## config.mk

```make
export PLATFORM = sky130hd
export DESIGN_NAME = fast_shutter_ctrl_flat
export DESIGN_NICKNAME = d
export VERILOG_FILES = /design/src/rtl/fast_shutter_ctrl_pkg.sv /design/src/rtl/fast_shutter_ctrl_if.sv /design/src/rtl/fast_shutter_fb_filter.sv /design/src/rtl/fast_shutter_ctrl.sv /design/src/flat_wrapper.sv
export SDC_FILE = /design/constraint.sdc
export NUM_CORES = 1
export LEC_CHECK = 0
export CAP_MARGIN = 20
export CORE_MARGIN = 1.5
export CORE_UTILIZATION = 52
export CTS_CLUSTER_SIZE = 8
export DETAILED_ROUTE_END_ITERATION = 8
export PLACE_DENSITY = 0.77
export SYNTH_ARGS = -nofsm -noshare
export SYNTH_HDL_FRONTEND = slang
export SYNTH_SLANG_ARGS = --single-unit
```

## constraint.sdc

```tcl
create_clock -name clk_i -period 2.3 [get_ports clk_i]
set_clock_uncertainty 0.15 [all_clocks]
set_input_delay 0.345 -clock clk_i [delete_from_list [all_inputs] [get_ports clk_i]]
set_output_delay 0.345 -clock clk_i [all_outputs]
set_load 0.02 [all_outputs]
```

## src/rtl/fast_shutter_ctrl_pkg.sv

```systemverilog
// Shared definitions for the fast shutter controller.
//   - FSM state encoding (IDLE / DRIVE / WAIT)
//   - Feedback contact codes {in1, in2}: CLOSED = 2'b10, OPEN = 2'b01
//   - fb_code_for(): feedback code expected once the shutter reaches a target
package fast_shutter_ctrl_pkg;

    localparam logic [1:0] ST_IDLE  = 2'd0;
    localparam logic [1:0] ST_DRIVE = 2'd1;
    localparam logic [1:0] ST_WAIT  = 2'd2;

    localparam logic [1:0] FB_CLOSED = 2'b10;
    localparam logic [1:0] FB_OPEN   = 2'b01;

    // Contact 1 is high when closed, contact 2 is high when open.
    function automatic logic [1:0] fb_code_for(input logic open_target);
        return open_target ? FB_OPEN : FB_CLOSED;
    endfunction

endpackage

```

## src/rtl/fast_shutter_ctrl_if.sv

```systemverilog
// Bundle of command, feedback and driver signals of the fast shutter controller.
//   Commands : fast_shutter_set_i/en_i (hardware), soft_fast_shutter_set_i/en_i (software)
//   Feedback : fast_back_in1_i (closed contact), fast_back_in2_i (open contact)
//   Outputs  : out1 (actuation pulse), out2 (direction), err_act, act_time[31:0], state
// Modports: master = stimulus/register side, slave = controller.
interface fast_shutter_ctrl_if;

    logic        fast_shutter_set_i;
    logic        fast_shutter_en_i;
    logic        soft_fast_shutter_set_i;
    logic        soft_fast_shutter_en_i;
    logic        fast_back_in1_i;
    logic        fast_back_in2_i;
    logic        fast_shutter_out1_o;
    logic        fast_shutter_out2_o;
    logic        fast_shutter_err_act_o;
    logic [31:0] fast_shutter_act_time_o;
    logic        fast_shutter_state_o;

    modport master (
        output fast_shutter_set_i, fast_shutter_en_i,
        output soft_fast_shutter_set_i, soft_fast_shutter_en_i,
        output fast_back_in1_i, fast_back_in2_i,
        input  fast_shutter_out1_o, fast_shutter_out2_o, fast_shutter_err_act_o,
        input  fast_shutter_act_time_o, fast_shutter_state_o
    );

    modport slave (
        input  fast_shutter_set_i, fast_shutter_en_i,
        input  soft_fast_shutter_set_i, soft_fast_shutter_en_i,
        input  fast_back_in1_i, fast_back_in2_i,
        output fast_shutter_out1_o, fast_shutter_out2_o, fast_shutter_err_act_o,
        output fast_shutter_act_time_o, fast_shutter_state_o
    );

endinterface

```

## src/rtl/fast_shutter_fb_filter.sv

```systemverilog
// Feedback conditioning for the two shutter contacts.
//   clk_i, rst_i (async, active-low)
//   back_in1_i, back_in2_i : raw asynchronous contacts
//   code_o  : {in1,in2} pattern accepted after FILTER_CYCLES stable cycles
//   state_o : 1 = open, 0 = closed; holds on invalid codes 00/11
module fast_shutter_fb_filter
    import fast_shutter_ctrl_pkg::*;
#(
    parameter int FILTER_CYCLES = 16
) (
    input  logic       clk_i,
    input  logic       rst_i,
    input  logic       back_in1_i,
    input  logic       back_in2_i,
    output logic [1:0] code_o,
    output logic       state_o
);

    localparam int CW = $clog2(FILTER_CYCLES + 1);
    localparam logic [CW-1:0] CNT_MAX = CW'(FILTER_CYCLES - 1);

    logic [1:0] raw;
    logic [1:0] meta_q;
    logic [1:0] sync_q;

    assign raw = {back_in1_i, back_in2_i};

    // Two-flop synchronizer per contact.
    generate
        for (genvar gi = 0; gi < 2; gi++) begin : g_sync
            always_ff @(posedge clk_i or negedge rst_i) begin
                if (!rst_i) begin
                    meta_q[gi] <= 1'b0;
                    sync_q[gi] <= 1'b0;
                end else begin
                    meta_q[gi] <= raw[gi];
                    sync_q[gi] <= meta_q[gi];
                end
            end
        end
    endgenerate

    logic [1:0]    cand_q, cand_d;
    logic [CW-1:0] cnt_q, cnt_d;
    logic [1:0]    filt_q, filt_d;
    logic          state_q, state_d;

    // A new pattern restarts the stability count; once it has been seen
    // FILTER_CYCLES times in a row it becomes the accepted code.
    always_comb begin
        cand_d  = cand_q;
        cnt_d   = cnt_q;
        filt_d  = filt_q;
        if (sync_q != cand_q) begin
            cand_d = sync_q;
            cnt_d  = '0;
        end else if (cnt_q != CNT_MAX) begin
            cnt_d = cnt_q + 1'b1;
        end else begin
            filt_d = cand_q;
        end

        // Position follows the accepted code in the same cycle it is accepted.
        state_d = state_q;
        if (filt_d == FB_CLOSED) begin
            state_d = 1'b0;
        end else if (filt_d == FB_OPEN) begin
            state_d = 1'b1;
        end
    end

    always_ff @(posedge clk_i or negedge rst_i) begin
        if (!rst_i) begin
            cand_q  <= '0;
            cnt_q   <= '0;
            filt_q  <= '0;
            state_q <= 1'b0;
        end else begin
            cand_q  <= cand_d;
            cnt_q   <= cnt_d;
            filt_q  <= filt_d;
            state_q <= state_d;
        end
    end

    assign code_o  = filt_q;
    assign state_o = state_q;

endmodule

```

## src/rtl/fast_shutter_ctrl.sv

```systemverilog
// Bistable fast shutter controller.
//   clk_i : system clock
//   rst_i : asynchronous active-low reset
//   bus   : command inputs, feedback contacts and driver/status outputs
// Selects software-over-hardware command, issues a direction level plus a
// fixed PULSE_CYCLES actuation pulse, times travel until filtered feedback
// confirms, and flags a sticky error after TIMEOUT_CYCLES.
module fast_shutter_ctrl
    import fast_shutter_ctrl_pkg::*;
#(
    parameter int PULSE_CYCLES   = 100000,
    parameter int TIMEOUT_CYCLES = 1000000,
    parameter int FILTER_CYCLES  = 16
) (
    input  logic              clk_i,
    input  logic              rst_i,
    fast_shutter_ctrl_if.slave bus
);

    localparam logic [31:0] PULSE_LIM   = 32'(PULSE_CYCLES);
    localparam logic [31:0] TIMEOUT_LIM = 32'(TIMEOUT_CYCLES);

    logic [1:0] fb_code;
    logic       fb_state;

    fast_shutter_fb_filter #(
        .FILTER_CYCLES (FILTER_CYCLES)
    ) u_fb_filter (
        .clk_i      (clk_i),
        .rst_i      (rst_i),
        .back_in1_i (bus.fast_back_in1_i),
        .back_in2_i (bus.fast_back_in2_i),
        .code_o     (fb_code),
        .state_o    (fb_state)
    );

    logic [1:0]  fsm_q, fsm_d;
    logic        target_q, target_d;
    logic        out1_q, out1_d;
    logic        out2_q, out2_d;
    logic        err_q, err_d;
    logic [31:0] act_time_q, act_time_d;
    logic [31:0] timer_q, timer_d;
    logic        confirmed_q, confirmed_d;   // feedback already confirmed during DRIVE

    logic        cmd_valid;
    logic        cmd;
    logic        request;
    logic        fb_ok;
    logic [31:0] timer_inc;

    always_comb begin
        if (bus.soft_fast_shutter_en_i) begin
            cmd_valid = 1'b1;
            cmd       = bus.soft_fast_shutter_set_i;
        end else if (bus.fast_shutter_en_i) begin
            cmd_valid = 1'b1;
            cmd       = bus.fast_shutter_set_i;
        end else begin
            cmd_valid = 1'b0;
            cmd       = target_q;
        end
        request   = cmd_valid && (cmd != target_q);
        fb_ok     = (fb_code == fb_code_for(target_q));
        timer_inc = (timer_q == '1) ? timer_q : timer_q + 32'd1;
    end

    always_comb begin
        fsm_d       = fsm_q;
        target_d    = target_q;
        out1_d      = out1_q;
        out2_d      = out2_q;
        err_d       = err_q;
        act_time_d  = act_time_q;
        timer_d     = timer_q;
        confirmed_d = confirmed_q;

        case (fsm_q)
            ST_IDLE: begin
                if (request) begin
                    target_d    = cmd;
                    out2_d      = cmd;
                    out1_d      = 1'b1;
                    err_d       = 1'b0;
                    timer_d     = 32'd1;   // timer reads 1 in the first DRIVE cycle
                    confirmed_d = 1'b0;
                    fsm_d       = ST_DRIVE;
                end
            end

            ST_DRIVE: begin
                timer_d = timer_inc;
                if (fb_ok && !confirmed_q) begin
                    act_time_d  = timer_q;
                    confirmed_d = 1'b1;
                end
                // The pulse always runs its full width, even if travel
                // is already confirmed.
                if (timer_q >= PULSE_LIM) begin
                    out1_d = 1'b0;
                    fsm_d  = (confirmed_q || fb_ok) ? ST_IDLE : ST_WAIT;
                end
            end

            ST_WAIT: begin
                timer_d = timer_inc;
                if (fb_ok) begin
                    act_time_d = timer_q;
                    fsm_d      = ST_IDLE;
                end else if (timer_q >= TIMEOUT_LIM) begin
                    err_d      = 1'b1;
                    act_time_d = TIMEOUT_LIM;
                    fsm_d      = ST_IDLE;
                end
            end

            default: begin
                fsm_d  = ST_IDLE;
                out1_d = 1'b0;
            end
        endcase
    end

    always_ff @(posedge clk_i or negedge rst_i) begin
        if (!rst_i) begin
            fsm_q       <= ST_IDLE;
            target_q    <= 1'b0;
            out1_q      <= 1'b0;
            out2_q      <= 1'b0;
            err_q       <= 1'b0;
            act_time_q  <= '0;
            timer_q     <= '0;
            confirmed_q <= 1'b0;
        end else begin
            fsm_q       <= fsm_d;
            target_q    <= target_d;
            out1_q      <= out1_d;
            out2_q      <= out2_d;
            err_q       <= err_d;
            act_time_q  <= act_time_d;
            timer_q     <= timer_d;
            confirmed_q <= confirmed_d;
        end
    end

    assign bus.fast_shutter_out1_o     = out1_q;
    assign bus.fast_shutter_out2_o     = out2_q;
    assign bus.fast_shutter_err_act_o  = err_q;
    assign bus.fast_shutter_act_time_o = act_time_q;
    assign bus.fast_shutter_state_o    = fb_state;

endmodule

```

## src/flat_wrapper.sv

```systemverilog
// flat-port wrapper written by rule: the top's interface ports become plain ports
module fast_shutter_ctrl_flat import fast_shutter_ctrl_pkg::*;
#(
    parameter int PULSE_CYCLES   = 100000,
    parameter int TIMEOUT_CYCLES = 1000000,
    parameter int FILTER_CYCLES  = 16
)
  (clk_i, rst_i, bus_fast_shutter_set_i, bus_fast_shutter_en_i, bus_soft_fast_shutter_set_i, bus_soft_fast_shutter_en_i, bus_fast_back_in1_i, bus_fast_back_in2_i, bus_fast_shutter_out1_o, bus_fast_shutter_out2_o, bus_fast_shutter_err_act_o, bus_fast_shutter_act_time_o, bus_fast_shutter_state_o);
  fast_shutter_ctrl_if bus_i ();
  input  logic clk_i;
  input  logic rst_i;
  input wire logic [$bits(bus_i.fast_shutter_set_i)-1:0] bus_fast_shutter_set_i;
  input wire logic [$bits(bus_i.fast_shutter_en_i)-1:0] bus_fast_shutter_en_i;
  input wire logic [$bits(bus_i.soft_fast_shutter_set_i)-1:0] bus_soft_fast_shutter_set_i;
  input wire logic [$bits(bus_i.soft_fast_shutter_en_i)-1:0] bus_soft_fast_shutter_en_i;
  input wire logic [$bits(bus_i.fast_back_in1_i)-1:0] bus_fast_back_in1_i;
  input wire logic [$bits(bus_i.fast_back_in2_i)-1:0] bus_fast_back_in2_i;
  output wire logic [$bits(bus_i.fast_shutter_out1_o)-1:0] bus_fast_shutter_out1_o;
  output wire logic [$bits(bus_i.fast_shutter_out2_o)-1:0] bus_fast_shutter_out2_o;
  output wire logic [$bits(bus_i.fast_shutter_err_act_o)-1:0] bus_fast_shutter_err_act_o;
  output wire logic [$bits(bus_i.fast_shutter_act_time_o)-1:0] bus_fast_shutter_act_time_o;
  output wire logic [$bits(bus_i.fast_shutter_state_o)-1:0] bus_fast_shutter_state_o;
  assign bus_i.fast_shutter_set_i = bus_fast_shutter_set_i;
  assign bus_i.fast_shutter_en_i = bus_fast_shutter_en_i;
  assign bus_i.soft_fast_shutter_set_i = bus_soft_fast_shutter_set_i;
  assign bus_i.soft_fast_shutter_en_i = bus_soft_fast_shutter_en_i;
  assign bus_i.fast_back_in1_i = bus_fast_back_in1_i;
  assign bus_i.fast_back_in2_i = bus_fast_back_in2_i;
  assign bus_fast_shutter_out1_o = bus_i.fast_shutter_out1_o;
  assign bus_fast_shutter_out2_o = bus_i.fast_shutter_out2_o;
  assign bus_fast_shutter_err_act_o = bus_i.fast_shutter_err_act_o;
  assign bus_fast_shutter_act_time_o = bus_i.fast_shutter_act_time_o;
  assign bus_fast_shutter_state_o = bus_i.fast_shutter_state_o;
  fast_shutter_ctrl #(.PULSE_CYCLES(PULSE_CYCLES), .TIMEOUT_CYCLES(TIMEOUT_CYCLES), .FILTER_CYCLES(FILTER_CYCLES)) u_core (.clk_i(clk_i), .rst_i(rst_i), .bus(bus_i));
endmodule
```

; ---- Word-level counts from Yosys, hierarchy flattened
; Index checks and enable logic that the tools add are counted.
[op_classes]
div = 0
mul = 0
magnitude_cmp = 2
reduce_logical = 19
n_addsub = 2
eq_ne = 16
muxes = 33
bitwise = 1
shifts = 0
[op_table]
columns = cell, count
row1 = 32-bit 2-to-1 mux, 5
row2 = 32-bit case mux with 2 select lines, 2
row3 = 32-bit by 1-bit adder with 32-bit output (second input constant), 1
row4 = 32-bit == test (second input constant), 1
row5 = 32-bit by 17-bit greater-or-equal comparator with 1-bit output (second input constant), 1
row6 = 32-bit by 20-bit greater-or-equal comparator with 1-bit output (second input constant), 1
row7 = 2-bit 2-to-1 mux, 8
row8 = 3-bit AND reduction, 5
row9 = 1-bit 2-to-1 mux, 12
row10 = 2-bit nonzero test, 6
row11 = 5-bit 2-to-1 mux, 2
row12 = 2-bit by 1-bit != test with 1-bit output (second input constant), 4
row13 = 2-bit case mux with 3 select lines, 1
row14 = 5-bit by 1-bit adder with 5-bit output (second input constant), 1
row15 = 5-bit by 4-bit != test with 1-bit output (second input constant), 1
row16 = 2-bit by 1-bit == test with 1-bit output (second input constant), 2
row17 = 2-bit == test (second input constant), 2
row18 = 2-bit != test (second input constant), 2
row19 = 1-bit case mux with 2 select lines, 2
row20 = 4-bit AND reduction, 1
row21 = 3-bit by 1-bit != test with 1-bit output (second input constant), 1
row22 = 1-bit case mux with 3 select lines, 1
row23 = 2-bit == test, 1
row24 = 1-bit logical AND, 2
row25 = 8 further kinds, 8
[totals]
output_inout_bits = 36
word_cells = 88
ram_bits = 0
romBits = 0
reg_bits = 84
latchBits = 0
memories = 0

; ---- Depth between registers and ports, before layout
; Gate-level depths: netlist of run 1.
[depth]
ltp_word = 6
ltp_mapped = 10
mapped_depth_nobuf = 8

; ---- By module
; Synthesis of run 1 repeated with hierarchy kept, for this count alone.
[unflattened]
hier_cells = 469
hier_area_um2 = 4540.6
[by_module_without_submodules]
columns = mod, n_inst, area_per_inst_um2, cells_per_inst, seq_area_each_um2
row1 = fast_shutter_ctrl, 1, 3946.3, 417, 1751.7
row2 = fast_shutter_fb_filter, 1, 594.3, 52, 350.3

; ---- Worst setup path after synthesis of run 1
; Ideal clock, no wire load.
[synth_timing]
path_type = register to register
from = register u_core.fsm_q[0]
to = register u_core.timer_q[30]
period_less_slack_ns = 2.230
arrival_time_ns = 2.002
setup_slack_ns = 0.070
setup_time_ns = 0.078
path_stages_with_launch = 10
n_path_buf = 2
cell_sequence = dfrtp_1 inv_1 ha_1 buf_2 inv_1 nor2_1 clkbuf_1 o2111ai_1 or3_1 a21oi_1
[synth_between]
elab_chain_cells = 4
elab_cells_between_ends = 9
classes_between = eq/ne (4) / mux (1) / reduce/logical (4)
[synth_lines]
columns = element, line_no
row1 = "start, declared", fast_shutter_ctrl.sv:37  ; logic [1:0] fsm_q, fsm_d;
row2 = "start signal, assigned", fast_shutter_ctrl.sv:135  ; fsm_q <= fsm_d;
row3 = 2-bit by 1-bit == test with 1-bit output or 2-bit == test (tied branches), fast_shutter_ctrl.sv:78  ; case (fsm_q)
row4 = 2-bit OR reduction (no line), n/a
row5 = 2-bit != test (no line) or 2-bit nonzero test (tied branches), n/a
row6 = 3-bit AND reduction (no line), n/a
row7 = "end signal, assigned", fast_shutter_ctrl.sv:141  ; timer_q <= timer_d;
row8 = "end, declared", fast_shutter_ctrl.sv:43  ; logic [31:0] timer_q, timer_d;
; Several ways; a longest one is shown, not always the timed one.
; A chain may end at the register's enable or synchronous reset.

; ---- Worst setup path after layout of run 1
[layout_timing]
from = register u_core.timer_q[13]
to = register u_core.timer_q[11]
[layout_between]
elab_chain_cells = 3
[layout_lines]
columns = element, line_no
row1 = 32-bit == test, fast_shutter_ctrl.sv:65  ; timer_inc = (timer_q == '1) ? timer_q : timer_q + 32'd1;
row2 = 2-bit != test (no line), n/a
row3 = 3-bit AND reduction (no line), n/a
; No other way between the ends.

==> reports/metrics.cfg, run 1 <==
[finish]
final_common_cell = dfrtp_1
antenna_cells = 0
syn2layout_area_growth_pct = 25.3
most-common-layout-cells = 84 x dfrtp_1, 70 x nand2_1, 51 x buf_4, 42 x clkdlybuf4s50_1, 32 x nand3_1
drive_above_1_share_pct = 17.4
nets = 562

[min_path]
hold_path.class = reg2reg

[clock_tree]
worstSkewPairLatency_ns = 0.36
htreeDepth = 3
clock-sinks = 84
cts_root_buf = clkbuf_8
clk_pin_slew_worst_paths_ns = 0.09
clk_path_buf_depth = 2
cts_buffers = 9
tritoncts = built

[timing]
fin_hold_ws_ns = 0.204
slew_headroom_pct = 61.9
hold_viol_final = 0
tightest_slew_ns = 0.571
period_needed_ns = 2.24
setup_slack_ns = 0.0612
rsz0062_at_grt = yes
setup_violations = 0
min_period_over_period_pct = 97.3
final_max_slew_viol_count = 0
max_freq_mhz = 447

[drt]
drt-pass1-iter-count = 5
drc = 0
ant_nets = 0
first_iter_violations = 401
avgViaCountPerCell = 6.08
routed_wl_um = 11200
vias = 3989
post_drt_wl_per_cell_um = 17.1

[worst_setup_path]
crit_required_ns = 2.38
cpPeakStageDelay_ns = 0.61
cp_max_fo = 25
slowest_stage = or4_4
endpoint_kind = register
worstSetupPathType = reg2reg
r2r_start = u_core.timer_q[13]
r2r_end = u_core.timer_q[11]
cp-endpoint = u_core.timer_q[11]
crit_start = u_core.timer_q[13]
arrival_ns = 2.32
crit_chain = nand4_4 -> or4_4 -> nor3_4 -> buf_12 -> nand3b_4 -> o31ai_1
start_kind = register
r2r_setup_slack_ns = 0.06
r2r_cells = 6

[placed_design]
gp_congestion = 0.889
io_buffers = 43
dp_hpwl_um = 8200
place_ws_ns = -0.251

[die]
placementRows = 33
die_width_um = 94.8
core_um2 = 8180
die_h_um = 94.8
ios = 44
die_area_um2 = 8990
start_util_pct = 53.6

[power]
leakagePower_nw = 2.45
power_density_nw_per_um2 = 910
finalPower_mw = 5.00
ir_drop_v = 0.000451

[grt]
grt.total_usage_pct = 26.7
grt_overflow_total = 0
grt_pass1_vias = 3723
antenna_found_initial = 0
grt_max_degree = 46
grt_pass1_wl_um = 18500

[synth]
ys_async_sr_fraction_pct = 100
synth.yosys.warnings = 0
synthesis.area_um2 = 4380
syn_inst = 471
synth_nets = 487
avgSynthCellArea_um2 = 9.30
synth-edff-count = 0
synth_cell_types = 62
synth_seq_cells = 84
seq_area_frac_synth_pct = 48.0
synth-main-ff-cell = dfrtp_1

[run_status]
status = finished clean

[flow_run]
max-cap-violations = 0

==> state kept, by name, indices dropped and copies added, names as in the netlist, 2 cells and up <==
| name | cells |
|---|---|
| u_core.bus.fast_shutter_act_time_o | 32 |
| u_core.timer_q | 32 |
| u_core.u_fb_filter.cnt_q | 5 |
| u_core.fsm_q | 2 |
| u_core.u_fb_filter.cand_q | 2 |
| u_core.u_fb_filter.code_o | 2 |
| u_core.u_fb_filter.meta_q | 2 |
| u_core.u_fb_filter.sync_q | 2 |
==> worst min path at each step <==
stage / from / to / slack, ns / cells past startpoint
after detailed placement: rst_i / u_core.bus.fast_shutter_act_time_o[30] / 0.19 / 1
after global placement: rst_i / u_core.bus.fast_shutter_act_time_o[29] / 0.18 / 1
after global routing: u_core.u_fb_filter.meta_q[1] / u_core.u_fb_filter.sync_q[1] / 0.21 / 0
after CTS: u_core.u_fb_filter.meta_q[1] / u_core.u_fb_filter.sync_q[1] / 0.21 / 0
after floorplan: rst_i / u_core.bus.fast_shutter_act_time_o[0] / -0.10 / 0
final: u_core.u_fb_filter.meta_q[1] / u_core.u_fb_filter.sync_q[1] / 0.20 / 0
==> through the flow <==
step	std cells	util, %	setup TNS (ns)	instance area [um^2]
finish	656	67.2	0	5490
global route	656	67.2	-0.243	5490
CTS	655	66.4	0	5430
detailed placement	638	63.9	-4.55	5230
global placement	638	63.9	-2.03	5230
floorplan	471	-	0	4380
==> report_power, final <==
group / internal [mW] / leakage [nW] / switching [mW]
clock: 0.409 / 0.0921 / 0.581
combinational: 0.887 / 1.22 / 1.40
sequential: 1.61 / 1.14 / 0.106
==> critical path: cells and delay by family (launching register included) <==
kind            cells  cell delay [ns]
simple gates        4             1.25
buf+inv             1             0.19
flops               1             0.41
compound gates      1             0.09
==> routing by layer <==
layer,global-route usage (%),vias to the layer above,routed length [um]
met5,0,-,0
met4,12.2,0,317
met3,3.46,31,779
met2,39.8,178,5180
met1,38.6,1914,4950
li1,-,1866,-
==> logic make-up after synthesis <==
| family | count (synthesis) | share of synthesized area [%] |
|---|---|---|
| AOI/OAI and AO/OA | 115 | 17.3 |
| xor gates and xnor gates | 7 | 1.40 |
| adders and majority gates | 8 | 2.28 |
| buffers and inverters | 47 | 4.83 |
| DFF | 84 | 48.0 |
| muxes | 4 | 0.942 |
| and+or+nand+nor | 206 | 25.3 |
==> cell type report <==
type                            instances  area (um^2)
Clock buffer                            9          124
Clock inverter                          7         58.8
Fill cell                             643         2690
Inverter                               13         48.8
Multi-Input combinational cell        340         2130
Sequential cell                        84         2100
Tap cell                              105          131
Timing Repair Buffer                   98          893
==> synth_stat cells, types with 4 or more instances <==
master / count / share of area (%)
inv_1: 13 / 1.1
o41ai_1: 4 / 0.80
nand2_1: 70 / 6.0
or3_1: 14 / 2.0
ha_1: 8 / 2.3
o31ai_1: 21 / 3.6
nand3_1: 34 / 3.9
nor2b_1: 4 / 0.57
buf_2: 9 / 1.0
xor2_1: 4 / 0.80
a21oi_1: 23 / 2.6
nor3_1: 9 / 1.0
clkbuf_1: 19 / 1.6
buf_4: 4 / 0.69
nor4_1: 4 / 0.57
and3_1: 6 / 0.86
a31oi_1: 6 / 0.86
and4_1: 4 / 0.80
dfrtp_1: 84 / 48
nand4_1: 6 / 0.86
o2111ai_1: 5 / 1.0
or4_1: 5 / 0.86
o21ai_0: 17 / 1.9
o21ai_1: 15 / 1.7
nor2_1: 27 / 2.3
o211ai_1: 7 / 1.2
==> what timing repair did <==
action,4_1_cts,5_1_grt
gates cloned,0,0
hold endpoints to repair,32,0
endpoints found under the setup margin,4,30
hold buffers,1,0
resized for setup,1,12
setup buffers,0,1
Note: power is estimated with default switching activity, not from simulation.
==> inputs of run 2 (changes only) <==
--- a/config.mk
+++ b/config.mk
@@ -6,6 +6,7 @@
 export NUM_CORES = 1
 export LEC_CHECK = 0
 export CAP_MARGIN = 20
+export CORE_ASPECT_RATIO = 1.1
 export CORE_MARGIN = 1.5
 export CORE_UTILIZATION = 52
 export CTS_CLUSTER_SIZE = 8
==> run 2 against run 1 <==
Against the previous run: cell count rose by 1.2%; clock-buffer cell count rose by 1; routed wire length barely moved; highest routed layer unchanged.
==> reports/metrics.cfg, run 2 (same netlist as run 1, synthesis figures left out) <==
[clock_tree]
cts_buffers = 9  ; unchanged
clk_path_buf_depth = 2  ; unchanged
clk_pin_slew_worst_paths_ns = 0.09  ; about the same
cts_root_buf = clkbuf_8
tritoncts = built
worstSkewPairLatency_ns = 0.37  ; about the same
htreeDepth = 3  ; unchanged
clock-sinks = 84  ; unchanged

[drt]
drc = 0  ; unchanged
avgViaCountPerCell = 6.05  ; -0.49%
drt-pass1-iter-count = 5  ; unchanged
post_drt_wl_per_cell_um = 16.9  ; -1.1%
vias = 4018  ; +0.73%
ant_nets = 0  ; unchanged
first_iter_violations = 396  ; -1.2%
routed_wl_um = 11200  ; about the same

[finish]
most-common-layout-cells = 82 x dfrtp_1, 70 x nand2_1, 57 x buf_4, 42 x clkdlybuf4s50_1, 33 x nand3_1
drive_above_1_share_pct = 18.2  ; +0.74 points
fin_util_pct = 68.8  ; +1.6 points
final_common_cell = dfrtp_1
syn2layout_area_growth_pct = 26.2
antenna_cells = 0  ; unchanged
fillers = 608  ; -5.4%
nets = 567  ; +0.89%

[grt]
grt_overflow_total = 0  ; unchanged
grt_pass1_wl_um = 19100  ; +3.2%
grt_max_degree = 50  ; +8.7%
grt.total_usage_pct = 26.5  ; -0.19 points
antenna_found_initial = 0  ; unchanged
grt_pass1_vias = 3888  ; +4.4%

[worst_setup_path]
endpoint_kind = register
cp_max_fo = 8  ; -68%
start_kind = register
worstSetupPathType = reg2reg
r2r_setup_slack_ns = 0.09  ; +0.03 ns
arrival_ns = 2.34  ; +0.02 ns
crit_required_ns = 2.44  ; +0.06 ns

[timing]
period_needed_ns = 2.21  ; -0.0312 ns
setup_violations = 0  ; unchanged
final_max_slew_viol_count = 0  ; unchanged
max_freq_mhz = 453  ; +1.4%
tightest_slew_ns = 0.945  ; +0.374 ns
min_period_over_period_pct = 96.0  ; -1.4 points
hold_viol_final = 0  ; unchanged
rsz0062_at_grt = no
finalSetupTns_ns = 0  ; unchanged
slew_headroom_pct = 36.8  ; -25 points

[die]
start_util_pct = 54.5  ; +0.90 points
die_h_um = 99.3  ; +4.7%
die_width_um = 90.5  ; -4.5%
core_um2 = 8040  ; -1.7%
placementRows = 34  ; +3.0%
die_area_um2 = 8990  ; about the same
ios = 44  ; unchanged

[power]
pwr-share-seq_pct = 34.2  ; -0.2 points
leakagePower_nw = 2.50  ; +2.1%
p_sw_share_pct = 41.2  ; -0.55 points
pwr-share-clk_pct = 20.5  ; +0.7 points
comb_power_share_pct = 45.3  ; -0.5 points
p_int_mw = 2.97  ; +2.0%
switchingPower_mw = 2.08  ; -0.31%
power_density_nw_per_um2 = 913  ; +0.34%
ir_drop_v = 0.000610  ; +35%

[placed_design]
gp_congestion = 0.905  ; +1.9%
dp_hpwl_um = 8180  ; -0.28%
io_buffers = 43  ; unchanged

[min_path]
hold_path.class = reg2reg

[flow_run]
max-cap-violations = 0  ; unchanged

[run_status]
status = finished clean

==> run 2: cell type report <==
cell class,count,area [um^2],share of cell area (%)
Multi-Input combinational cell,340,2140,38.7
Clock inverter,6,55.1,0.996
Inverter,13,48.8,0.883
Sequential cell,84,2100,38.1
Clock buffer,10,138,2.49
Timing Repair Buffer,103,910,16.5
Tap cell,108,135,2.44
==> run 2: final timing paths <==
kind	end	depth (start not counted)	start
max	u_core.fsm_q[1]	5	u_core.timer_q[17]
min	u_core.u_fb_filter.sync_q[0]	0	u_core.u_fb_filter.meta_q[0]
max reg2reg	u_core.fsm_q[1]	5	u_core.timer_q[17]
min reg2reg	u_core.u_fb_filter.sync_q[0]	0	u_core.u_fb_filter.meta_q[0]
max in group asynchronous	u_core.timer_q[3]	3	rst_i
min in group asynchronous	u_core.bus.fast_shutter_out1_o	2	rst_i
==> run 2: worst max-delay path, cell delays in order, from the launching register on <==
cell,delay [ns]
dfrtp_1,0.55
nand4_1,0.31
a311oi_4,0.37
nor3_1,0.15
a211oi_1,0.34
mux2i_1,0.25
==> run 2: through the flow <==
step	setup WS, ns	instance area [um^2]	hold WS (ns)	cells	power (mW)
after floorplan	0.0699	4380	-0.101	471	3.04
after global placement	-0.164	5230	0.183	644	3.87
after detailed placement	-0.238	5230	0.191	644	3.94
after CTS	0.0202	5450	0.214	661	4.99
after global routing	0.00720	5530	0.221	664	5.33
final	0.0923	5530	0.206	664	5.05
==> run 2: per-layer routing <==
layer  wire, um  vias to the layer above  global-route usage [%]
li1           -                     1882                       -
met4        226                        0                    11.5
met1       5060                     1963                    37.6
met3        743                       25                    4.51
met5          0                        -                       0
met2       5200                      148                    40.3
==> run 2: power by group through the flow <==
stage / logic, mW / clock network (mW) / registers (mW)
global route: 2.47 / 1.11 / 1.74
global placement: 2.13 / 0 / 1.74
CTS: 2.22 / 1.05 / 1.72
finish: 2.29 / 1.04 / 1.73
floorplan: 1.23 / 0 / 1.82
detailed placement: 2.19 / 0 / 1.75
==> run 2: timing repair <==
action / in CTS / in global routing
endpoints found under the hold margin: 35 / 0
buffers inserted: 0 / 3
hold buffers: 1 / 0
endpoints found under the setup margin: 13 / 22
gates resized for setup: 5 / 11
